`src/rtl/shift_rows_stage.sv`:
```
// AES ShiftRows pipeline stage: applies the row rotation on the write path and
// buffers shifted blocks, each with its final-round tag, in a small elastic FIFO.
module shift_rows_stage #(
  parameter int unsigned DATA_WIDTH = 128,
  parameter int unsigned FIFO_DEPTH = 2
) (
  input  logic                            clk,
  input  logic                            rst,
  input  logic                            shiftRows_valid_in,
  input  logic [DATA_WIDTH-1:0]           shiftRows_data_in,
  input  logic                            shiftRows_last_in,
  output logic                            shiftRows_ready_out,
  output logic                            shiftRows_valid_out,
  output logic [DATA_WIDTH-1:0]           shiftRows_data_out,
  output logic                            shiftRows_last_out,
  input  logic                            shiftRows_ready_in,
  output logic [$clog2(FIFO_DEPTH):0]     shiftRows_count_out
);

  localparam int unsigned PTR_W   = $clog2(FIFO_DEPTH);
  localparam int unsigned COUNT_W = PTR_W + 1;

  typedef struct packed {
    logic                  last;
    logic [DATA_WIDTH-1:0] data;
  } entry_t;

  entry_t             mem [FIFO_DEPTH];
  logic [PTR_W-1:0]   wr_ptr;
  logic [PTR_W-1:0]   rd_ptr;
  logic [COUNT_W-1:0] count;
  logic               valid_q;
  logic               ready_q;
  entry_t             head_q;

  logic [DATA_WIDTH-1:0] shifted_c;
  entry_t                in_entry_c;
  entry_t                head_nxt_c;
  logic                  push_c;
  logic                  pop_c;
  logic [PTR_W-1:0]      wr_ptr_nxt_c;
  logic [PTR_W-1:0]      rd_ptr_nxt_c;
  logic [COUNT_W-1:0]    count_nxt_c;

  // Column-major state: byte k is row k%4, column k/4; row r rotates left by r.
  always_comb begin
    shifted_c = '0;
    for (int k = 0; k < 16; k++) begin
      shifted_c[DATA_WIDTH-1-8*k -: 8] =
        shiftRows_data_in[DATA_WIDTH-1-8*(4*(((k/4) + (k%4)) % 4) + (k%4)) -: 8];
    end
  end

  always_comb begin
    in_entry_c      = '0;
    in_entry_c.data = shifted_c;
    in_entry_c.last = shiftRows_last_in;
  end

  assign push_c = shiftRows_valid_in && ready_q;
  assign pop_c  = valid_q && shiftRows_ready_in;

  always_comb begin
    wr_ptr_nxt_c = wr_ptr;
    rd_ptr_nxt_c = rd_ptr;
    count_nxt_c  = count;
    if (push_c) wr_ptr_nxt_c = wr_ptr + PTR_W'(1);
    if (pop_c)  rd_ptr_nxt_c = rd_ptr + PTR_W'(1);
    case ({push_c, pop_c})
      2'b10:   count_nxt_c = count + COUNT_W'(1);
      2'b01:   count_nxt_c = count - COUNT_W'(1);
      default: count_nxt_c = count;
    endcase
  end

  // Next head is the post-update mem[rd_ptr]; bypass the entry being written into it.
  always_comb begin
    head_nxt_c = mem[rd_ptr_nxt_c];
    if (push_c && (wr_ptr == rd_ptr_nxt_c)) head_nxt_c = in_entry_c;
  end

  always_ff @(posedge clk) begin
    if (rst) begin
      for (int i = 0; i < int'(FIFO_DEPTH); i++) mem[i] <= '0;
      wr_ptr  <= '0;
      rd_ptr  <= '0;
      count   <= '0;
      valid_q <= 1'b0;
      ready_q <= 1'b1;
      head_q  <= '0;
    end else begin
      if (push_c) mem[wr_ptr] <= in_entry_c;
      wr_ptr  <= wr_ptr_nxt_c;
      rd_ptr  <= rd_ptr_nxt_c;
      count   <= count_nxt_c;
      valid_q <= (count_nxt_c != '0);
      ready_q <= (count_nxt_c != COUNT_W'(FIFO_DEPTH));
      head_q  <= head_nxt_c;
    end
  end

  assign shiftRows_ready_out = ready_q;
  assign shiftRows_valid_out = valid_q;
  assign shiftRows_data_out  = head_q.data;
  assign shiftRows_last_out  = head_q.last;
  assign shiftRows_count_out = count;

endmodule

```
`config.mk`:
```
export PLATFORM = sky130hd
export DESIGN_NAME = shift_rows_stage
export DESIGN_NICKNAME = d
export VERILOG_FILES = /design/src/rtl/shift_rows_stage.sv
export SDC_FILE = /design/constraint.sdc
export NUM_CORES = 1
export LEC_CHECK = 0
export CAP_MARGIN = 20
export CELL_PAD_IN_SITES_DETAIL_PLACEMENT = 0
export CELL_PAD_IN_SITES_GLOBAL_PLACEMENT = 1
export CORE_ASPECT_RATIO = 1.25
export CORE_UTILIZATION = 46
export CTS_CLUSTER_SIZE = 12
export DETAILED_ROUTE_END_ITERATION = 16
export GPL_ROUTABILITY_DRIVEN = 0
export PLACE_DENSITY = 0.94
export SLEW_MARGIN = 20
export SYNTH_ARGS = -nofsm -noshare
export SYNTH_HDL_FRONTEND = slang
export SYNTH_SLANG_ARGS = --single-unit
```
`constraint.sdc`:
```
create_clock -name clk -period 8.6 [get_ports clk]
set_input_delay 1.29 -clock clk [delete_from_list [all_inputs] [get_ports clk]]
set_output_delay 1.29 -clock clk [all_outputs]
set_load 0.005 [all_outputs]
```
==> summary.txt <==
Clocking
  • Number of levels the H-tree was split into: 2
  • Number of sinks on the clock net: 393
  • Clk pin slew, worst setup/hold paths: 60 ps
  • Cells resized by post-CTS repair: 0
  • Clock latency at the later pin of the worst-skew pair: 530 ps
  • # Post-CTS Setup Buffers: 0
  • Number of buffers inserted during clock tree synthesis: 40
  • Buffers from clock root to sink, at most: 3
  • Root buf cell: clkbuf_16
  • Hold-fix buffer count after cts: 0
  • Clock tree from TritonCTS: yes

STA
  • Setup TNS: 0 ps
  • Max transition margin: 0.306
  • Min Tclk post-route: 4110 ps
  • Unrepaired setup endpoints after global routing: false
  • Final count of hold timing violations: 0
  • Number of setup violations in the final report: 0
  • Highest attainable clock frequency: 0.243 GHz
  • Max-slew violation total from the final report: 0
  • Worst-Margin Slew: 1040 ps
  • Fraction of the cycle the final worst path needs: 0.478
  • Post-route clock skew: 9.52 ps

Critical path
  • Kind of capture point of the worst setup path: register
  • Launching element type of the critical path: primary input
  • Maximum net fanout on the critical path: 130
  • Top cell by count, worst path: buf_12
  • Arr. time, crit path: 4460 ps
  • Logic depth of the worst register-to-register path: 6
  • Worst Setup Path Type: in -> reg
  • CP Data Required Time: 8950 ps
  • CP max stage delay: 630 ps
  • Worst-path cell chain: clkdlybuf4s50_1 > a21boi_0 > o2111ai_4 > buf_12 > and2_4 > buf_12 > a311oi_2
  • Cell with the largest stage delay on the worst path: and2_4

Placed design
  • Detailed placement HPWL: 22200 µm
  • IO buf count: 265

Route
  • Number of vias in the routed layout: 11000
  • Number of violations reported at the end of detailed-routing iteration 0: 812
  • Average wire length per cell after detail routing: 19.6 µm
  • DRT Pass-1 Iters: 5
  • Sum of routed wire length over all layers: 39600 µm
  • Post-route DRC: 0
  • Residual antenna-violating net count after detailed routing: 0
  • Vias per cell: 5.45

GRT
  • Total track usage: 0.218
  • Maximum number of pins on one net before global-route repair: 131
  • Remaining global-route overflow: 0
  • Initial antenna violation count: 4
  • Global-route wire length before repair: 60400 µm
  • Number of global-route vias before repair: 11000

Power
  • P per Cell Area: 273 mW/mm²
  • Leakage power of the design: 7.21 nW
  • Peak supply drop: 0.139 mV

Yosys
  • Synthesized area per cell: 12.4 µm²
  • Number of synthesized flops with an enable pin: 258
  • Total of flip-flops plus latches after synthesis: 393
  • Register area share after synthesis: 0.644
  • FFs w/ async S/R, synth: 0
  • Post-synthesis net count: 1442
  • Proportion of netlist area held by the largest area contributor: 0.478
  • Post-synthesis cell type with the largest combined area: edfxtp_1
  • Cell area after synthesis: 0.0162 mm²
  • Ranking of synthesized cells by area: edfxtp_1 (48%), dfxtp_1 (17%), a311oi_2 (10%), and2_1 (10%), nand2_1 (6.1%)
  • Primary flip-flop cell chosen by synthesis mapping: edfxtp_1
  • Number of unique standard cell types used by synthesis: 29
  • Warnings from Yosys: 0
  • Cell count after synthesis: 1308

Job
  • Maximum Capacitance Violations: 0

Floorplan
  • Num ports: 266
  • Die footprint: 0.0360 mm²
  • Number of rows created at floorplan: 76
  • Core region area: 0.0346 mm²
  • Initial standard-cell utilization of the core: 0.469
  • Die Y-Extent: 212 µm
  • Die Span X: 170 µm

Status
  • Outcome: completed

Cells and area
  • Post-route core utilization: 0.588
  • Proportion of layout cells with a drive suffix above 1: 0.118
  • Commonest cells after routing, fill and taps aside: clkdlybuf4s50_1 (264), nand2_1 (262), and2_1 (258), edfxtp_1 (258), dfxtp_1 (135)
  • Leading cell type in the layout, fill and taps excluded: clkdlybuf4s50_1
  • Number of nets at the end of the flow: 1650
  • Area grow syn2layout: 25.5%

Min path
  • Hold Path Class: reg -> reg
  • Number of cells on the worst hold path: 2
synth_stat cells (all sizes together), types with 2 or more instances:
master,instances
dfxtp,135
clkbuf,84
nand2,262
buf,30
and2,259
a311oi,129
a21oi,131
nor2,3
edfxtp,258
or3,2
critical path, delay by kind of cell:
family | cells | cell delay (ps)
buf+inv | 3 | 1560
simple gates | 1 | 630
compound gates | 3 | 790
final cells by class:
cell class / count / area, µm²
clock buffer: 71 / 1190
timing repair buffer: 280 / 2810
multi-input combinational: 800 / 5300
sequential: 393 / 10500
clock inverter: 1 / 6.26
fill: 2813 / 14300
antenna: 4 / 10.0
inverter: 1 / 3.75
tap: 468 / 586
registers in the layout, indices dropped and copies added (netlist names):
signal,flops
shiftRows_data_out,128
shiftRows_ready_out,1
rd_ptr,1
wr_ptr,1
shiftRows_count_out,2
shiftRows_last_out,1
mem,258
shiftRows_valid_out,1
layer usage:
layer	global-route usage	vias up	wire length (µm)	part of all wire
li1	-	5080	-	-
met1	0.270	5399	15700	0.40
met2	0.374	441	20000	0.51
met3	0.0370	80	2550	0.064
met4	0.0907	0	1380	0.035
met5	0	-	0	0
cell families (layout without fill, tap and decap cells):
family | count (synthesis) | in the layout | share of synthesized area
AO/OA/AOI/OAI | 265 | 265 | 0.155
XOR/XNOR | 2 | 2 | 0.00108
adder cells (fa/ha/maj) | 1 | 1 | 0.000771
buffers and inverters | 115 | 353 | 0.0337
flip-flops | 393 | 393 | 0.644
other | 0 | 4 | 0
AND/OR/NAND/NOR | 532 | 532 | 0.165
worst paths after layout:
check	start	end	slack, ps
setup reg to reg	shiftRows_valid_out	shiftRows_data_out[59]	5380
hold / removal	mem[1][87]	shiftRows_data_out[87]	530
setup / recovery	shiftRows_ready_in	shiftRows_data_out[59]	4490
hold reg to reg	mem[1][87]	shiftRows_data_out[87]	530
per-stage QoR:
stage	power [W]	hold slack, ps	instance area [µm²]	cells	worst slack (ps)
6_report	0.00555	535	20400	2018	4490
2_1_floorplan	0.00334	483	16200	1308	3130
4_1_cts	0.00560	537	20300	2013	4520
3_5_place_dp	0.00399	536	19100	1941	3950
3_3_place_gp	0.00395	522	19100	1941	4040
5_1_grt	0.00579	557	20400	2018	4330
power by group:
part,internal (W),switching [W]
combinational,0.000648,0.000798
clock,0.000930,0.000676
sequential,0.00238,0.000122
Power figures use the tool's default switching activity.
